`src/rtl/pwm_compare_deadtime.sv`:
```
// pwm_compare_deadtime: carrier compare with valley-shadowed duty and dead-time gate pair
// Ports:
//   clk, rst (async, active-low)
//   carrier      triangular carrier count
//   duty         duty reference, accepted on duty_valid & duty_ready
//   duty_valid   duty strobe; duty_ready is high while the pending slot is empty
//   dead_time    dead interval in clocks, sampled on entry to DEAD
//   enable       0 forces both gates low
//   pwm_hi       high-side gate
//   pwm_lo       low-side gate
//   duty_active  duty value the comparator is using
module pwm_compare_deadtime #(
    parameter int WIDTH_TRIANG = 6,
    parameter int DEAD_WIDTH   = 4
) (
    input  logic                    clk,
    input  logic                    rst,
    input  logic [WIDTH_TRIANG-1:0] carrier,
    input  logic [WIDTH_TRIANG-1:0] duty,
    input  logic                    duty_valid,
    output logic                    duty_ready,
    input  logic [DEAD_WIDTH-1:0]   dead_time,
    input  logic                    enable,
    output logic                    pwm_hi,
    output logic                    pwm_lo,
    output logic [WIDTH_TRIANG-1:0] duty_active
);
    typedef enum logic [1:0] {OFF, DEAD, HI, LO} state_t;
    state_t                  state_q, state_d;
    logic [WIDTH_TRIANG-1:0] pend_q, pend_d, act_q, act_d;
    logic                    full_q, full_d, raw_q, raw_d, tgt_q, tgt_d;
    logic [DEAD_WIDTH-1:0]   cnt_q, cnt_d;
    logic                    valley, accept, dt_zero, enter;
    assign valley      = carrier == '0;
    assign accept      = duty_valid & ~full_q;
    assign dt_zero     = dead_time == '0;
    assign duty_ready  = ~full_q;
    assign duty_active = act_q;
    assign pwm_hi      = state_q == HI;
    assign pwm_lo      = state_q == LO;
    // Accept only into an empty slot, so a valley transfer and an accept never collide;
    // a duty accepted on a valley waits for the next one.
    always_comb begin
        pend_d = accept ? duty : pend_q;
        full_d = accept | (full_q & ~valley);
        act_d  = (valley & full_q) ? pend_q : act_q;
        raw_d  = enable & (carrier < act_q);
    end
    // Every change of raw_q outside DEAD (and a raw_q reversal inside DEAD) starts a
    // fresh dead interval aimed at raw_q; with zero dead time the side switches directly.
    always_comb begin
        state_d = state_q;
        tgt_d   = tgt_q;
        cnt_d   = cnt_q;
        enter   = 1'b0;
        if (!enable) begin
            state_d = OFF;
        end else begin
            case (state_q)
                OFF:     enter = 1'b1;
                HI:      enter = ~raw_q;
                LO:      enter = raw_q;
                default: begin
                    if (raw_q != tgt_q) enter = 1'b1;
                    else if (cnt_q == '0) state_d = tgt_q ? HI : LO;
                    else cnt_d = cnt_q - DEAD_WIDTH'(1);
                end
            endcase
            if (enter) begin
                state_d = dt_zero ? (raw_q ? HI : LO) : DEAD;
                tgt_d   = raw_q;
                cnt_d   = dt_zero ? '0 : dead_time - DEAD_WIDTH'(1);
            end
        end
    end
    always_ff @(posedge clk or negedge rst) begin
        if (!rst) begin
            state_q <= OFF;
            pend_q  <= '0;
            act_q   <= '0;
            full_q  <= 1'b0;
            raw_q   <= 1'b0;
            tgt_q   <= 1'b0;
            cnt_q   <= '0;
        end else begin
            state_q <= state_d;
            pend_q  <= pend_d;
            act_q   <= act_d;
            full_q  <= full_d;
            raw_q   <= raw_d;
            tgt_q   <= tgt_d;
            cnt_q   <= cnt_d;
        end
    end
endmodule
```
`config.mk`:
```
export PLATFORM = sky130hd
export DESIGN_NAME = pwm_compare_deadtime
export DESIGN_NICKNAME = d
export VERILOG_FILES = /design/src/rtl/pwm_compare_deadtime.sv
export SDC_FILE = /design/constraint.sdc
export NUM_CORES = 1
export LEC_CHECK = 0
export CAP_MARGIN = 25
export CORE_UTILIZATION = 49
export DETAILED_ROUTE_END_ITERATION = 10
export MAX_ROUTING_LAYER = met4
export PLACE_DENSITY = 0.8
export SYNTH_ARGS = -nofsm -noshare
export SYNTH_HDL_FRONTEND = slang
export SYNTH_SLANG_ARGS = --single-unit
```
`constraint.sdc`:
```
create_clock -name clk -period 1.8 [get_ports clk]
set_input_delay 0.36 -clock clk [delete_from_list [all_inputs] [get_ports clk]]
set_output_delay 0.36 -clock clk [all_outputs]
set_load 0.02 [all_outputs]
```
Yosys cells after proc, flatten, opt, wreduce, memory -nomap -nowiden
Cells that the tools add are included.
{ "totals": {"register_bits": 21, "out_inout_bits": 9} }
{ "classes": {"addsub": 2, "n_lt_le_gt_ge": 1, "eq_ne": 9, "muxes": 16, "n_bitwise": 8, "reduce_logical": 8} }
{ "op_table": {"columns": ["cell", "count"], "rows": [
  ["4-bit 2-to-1 mux", 5],
  ["2-bit 2-to-1 mux", 6],
  ["4-bit zero test", 2],
  ["4-bit by 1-bit subtractor with 4-bit output (second input constant)", 2],
  ["6-bit zero test", 1],
  ["6-bit less-than comparator", 1],
  ["2-bit by 1-bit inequality test with 1-bit output (second input constant)", 3],
  ["3-bit by 2-bit inequality test with 1-bit output (second input constant)", 2],
  ["1-bit bitwise AND", 4],
  ["2-bit == test (second input constant)", 2],
  ["1-bit 2-to-1 mux", 4],
  ["4-bit AND reduction", 1],
  ["3-bit by 1-bit inequality test with 1-bit output (second input constant)", 1],
  ["1-bit inverter", 3],
  ["1-bit case mux with 3 select lines", 1],
  ["3-bit AND reduction", 1],
  ["3-bit OR reduction", 1],
  ["2-bit zero test", 1],
  ["2-bit AND reduction", 1],
  ["1-bit inequality test", 1],
  ["1-bit OR", 1]
]} }

Longest topological paths before layout
{ "logic_depth": {"depth_word": 6, "ltp_mapped": 7, "mapped_depth_nobuf": 7} }

Worst setup path before layout
No wires, ideal clock.
{ "synth_timing": {"kind": "reg-to-reg", "from": "register state_q[0]", "to": "register tgt_q", "t_arrival_ps": 1416, "required_time_ps": 1675, "path_slack_ps": 259, "stages_incl_launch_ff": 7, "path_buffers": 1, "cell_sequence": "dfrtp_1 > nor2b_2 > nand3b_4 > o21ai_2 > buf_6 > nand2_1 > mux2_4"} }
{ "synth_via": {"elab_chain_cells": 4, "word_cells_on_any_way": 6, "classes_between": "eq/ne: 2; mux: 2; reduce/logical: 2"} }
{ "synth_lines": {"columns": ["element", "line", "text"], "rows": [
  ["from (decl)", "29", "state_t state_q, state_d;"],
  ["from (signal assigned)", "86", "state_q <= state_d;"],
  ["2-bit == test", null, null],
  ["net pwm_hi", "24", "output logic pwm_hi,"],
  ["1-bit case mux with 3 select lines", "59", "case (state_q)"],
  ["1-bit 2-to-1 mux", "56", "if (!enable) begin"],
  ["2-bit AND reduction (no source line)", null, null],
  ["to (signal assigned)", "91", "tgt_q <= tgt_d;"],
  ["to (decl)", "31", "logic full_q, full_d, raw_q, raw_d, tgt_q, tgt_d;"]
]} }
The timed path passes the listed nets, and every way through them passes these cells. The select of a mux whose other input is x is not followed.
A chain may end at the register's enable or synchronous reset.

Worst setup path in the final report
{ "layout_timing": {"from": "register act_q[3] (netlist: duty_active[3])", "to": "output duty_active[3]"} }
{ "layout_rtl": {"columns": ["element", "line", "text"], "rows": [
  ["from (decl)", "30", "logic [WIDTH_TRIANG-1:0] pend_q, pend_d, act_q, act_d;"],
  ["from (signal assigned)", "88", "act_q <= act_d;"],
  ["to (decl)", "26", "output logic [WIDTH_TRIANG-1:0] duty_active"]
]} }
No word-level cell between the ends.

==> results.json <==
{
  "firstDrtPassIters": 5,
  "clockRootBuffer": "clkbuf_4",
  "grt_max_degree": 22,
  "cp.required_ns": 1.44,
  "crit_buf_inv": 1,
  "min_period_ns": 1.71,
  "fin_util": 0.706,
  "synth_nets": 141,
  "rsz0062_at_grt": "false",
  "slew_viol_final": 0,
  "path_cells": "clkdlybuf4s50_1",
  "htree_levels": 1,
  "dr.first_iter.drc_count": 13,
  "fin_skew_ns": 0.00505,
  "cp_max_fo": 3,
  "antenna_cells": 0,
  "fin_area_mm2": 0.00162,
  "cts_buffers": 3,
  "cts_sinks": 21,
  "synthTopCellsByArea": "dfrtp_1 42%, mux2_2 7.3%, ha_1 6.1%",
  "power.density_mw_per_mm2": 1090,
  "cts_tree": "yes",
  "cts_buffer_depth": 2,
  "grt_overflow": 0,
  "antenna_found_initial": 0,
  "grt_first_pass_wirelength_um": 4180,
  "finalHoldViolCount": 0,
  "io_buffers": 28,
  "die_y_um": 52.3,
  "dpl_cell_area_mm2": 0.00159,
  "synth_top_area_cell": "dfrtp_1",
  "syn_area_mm2": 0.00124,
  "synthTopCellsByCount": "21 x dfrtp_1, 11 x inv_1, 8 x mux2_2, 8 x nand2_1, 6 x ha_1",
  "worstMarginPinSlew_ns": 0.375,
  "crit_path_end_kind": "output pin",
  "viasPerCell": 5.47,
  "timing.final.crit_share": 0.950,
  "postCtsHoldBufs": 0,
  "path_clk_slew_ns": 0.11,
  "setup_viol": 0,
  "wl_per_cell_um": 13.4,
  "grt_pass1_vias": 992,
  "synth_area_per_cell_um2": 10.8,
  "insertion_delay_ns": 0.31,
  "ios": 29,
  "ant_nets": 0,
  "hold_ws_ns": 0.380,
  "cpPeakStageDelay_ns": 0.63,
  "yosysTopAreaCellShare": 0.425,
  "p_leak_nw": 0.747,
  "fmax_ghz": 0.585,
  "dr_total_vias": 984,
  "worstPathArrival_ns": 1.35,
  "fp.dieArea_mm2": 0.00273,
  "critPathKind": "register to output pin",
  "synth.distinct_cells": 41,
  "gp_congestion": 0.858,
  "drc_errors": 0,
  "drv_cap": 0,
  "n_fill_cell": 172,
  "synth_seq_cells": 21,
  "ff2ff_setup_slack_ns": 0.20,
  "fin_nets": 179,
  "floorplan.initialDensity": 0.539,
  "grt_use_total": 0.222,
  "vdd_drop_max_v": 0.000909,
  "worst_setup_path_start_kind": "register",
  "drive_gt1_frac": 0.197,
  "synth_async_sr_flop_share": 1.00,
  "status": "complete, no violations",
  "die-width_um": 52.3,
  "synth.most_common_cell": "dfrtp_1",
  "drt-total-wl_um": 2420,
  "syn_to_final_growth_pct": 31.0,
  "synthCells": 115,
  "ys_seq_area_frac": 0.425,
  "synth_flop_cell": "dfrtp_1",
  "path_delay_family": "buffers and inverters",
  "synth_edf_count": 0,
  "slew_headroom": 0.750,
  "worst_path_max_delay_cell": "clkdlybuf4s50_1",
  "core-area_mm2": 0.00230,
  "hold_class": "primary input to async pin",
  "core.rowCount": 17,
  "hpwl_um": 1950,
  "yosysWarnings": 0,
  "post_cts_buffers": 0
}
[flip-flops by register name, summed over array words and instances (netlist names)]
register,count
state_q,2
raw_q,1
duty_active,6
full_q,1
cnt_q,4
pend_q,6
tgt_q,1
[timing repair]
action | 4_1_cts | 5_1_grt
gates resized for setup | 3 | 2
setup endpoints to repair | 2 | 2
cloned | 0 | 0
[final timing paths]
| path | from | end | cells past startpoint |
|---|---|---|---|
| max in group asynchronous | rst | state_q[0] | 2 |
| max | duty_active[3] | duty_active[3] | 1 |
| min reg2reg | pend_q[0] | pend_q[0] | 1 |
| min | rst | pend_q[4] | 2 |
| min in group clk | pend_q[0] | pend_q[0] | 1 |
| max reg2reg | cnt_q[0] | cnt_q[3] | 7 |
[final cells by class]
class	count	area, um2	area share
Timing Repair Buffer	36	340	0.210
Multi-Input combinational cell	80	651	0.401
Clock buffer	3	22.5	0.0139
Clock inverter	1	5.00	0.00309
Inverter	11	41.3	0.0255
Sequential cell	21	527	0.325
Tap cell	28	35.0	0.0216
[metal layers]
| metal | routed length (um) | global-route usage |
|---|---|---|
| met5 | 0 | - |
| met4 | 40 | 0.105 |
| met3 | 84 | 0.0638 |
| met2 | 1190 | 0.357 |
| met1 | 1100 | 0.256 |
[logic make-up after synthesis]
group                      after synthesis  share of synthesized area
DFF                                     21                      0.425
adders and majority gates                6                     0.0607
and+or+nand+nor                         31                      0.151
xor gates and xnor gates                 2                     0.0202
muxes                                   15                      0.138
AOI/OAI and AO/OA                       26                      0.152
buffers and inverters                   14                     0.0546
[where the power goes]
part	internal, mW	total [mW]	switching (mW)
combinational	0.415	0.801	0.386
clock	0.0830	0.221	0.138
sequential	0.612	0.752	0.139
total	1.11	1.77	0.663
[placed cells by master, fill, tap and decap left out, types with 2 or more instances in the layout]
| cell type | instances |
|---|---|
| o21ai_1 | 4 |
| mux2_1 | 4 |
| clkdlybuf4s50_1 | 25 |
| o21a_1 | 2 |
| ha_1 | 6 |
| nand3b_1 | 2 |
| clkbuf_4 | 3 |
| o21ai_0 | 3 |
| dfrtp_1 | 20 |
| nand2b_1 | 4 |
| a21o_1 | 2 |
| mux2i_1 | 2 |
| nor2_1 | 4 |
| a31oi_1 | 2 |
| mux2_2 | 8 |
| nand3_1 | 3 |
| buf_4 | 8 |
| dlygate4sd2_1 | 2 |
| nand2_1 | 8 |
| a21oi_1 | 3 |
| o21ai_2 | 2 |
| inv_1 | 11 |
[stage by stage]
| step | power, mW | setup WS [ns] | cells | setup TNS (ns) |
|---|---|---|---|---|
| floorplan | 1.31 | 0.259 | 115 | 0 |
| global placement | 1.53 | 0.000853 | 176 | 0 |
| detailed placement | 1.57 | -0.0442 | 176 | -0.222 |
| CTS | 1.78 | 0.0583 | 180 | 0 |
| global route | 1.91 | 0.0115 | 180 | 0 |
| finish | 1.77 | 0.0905 | 180 | 0 |
No activity file was read; power rests on OpenSTA's default activity.
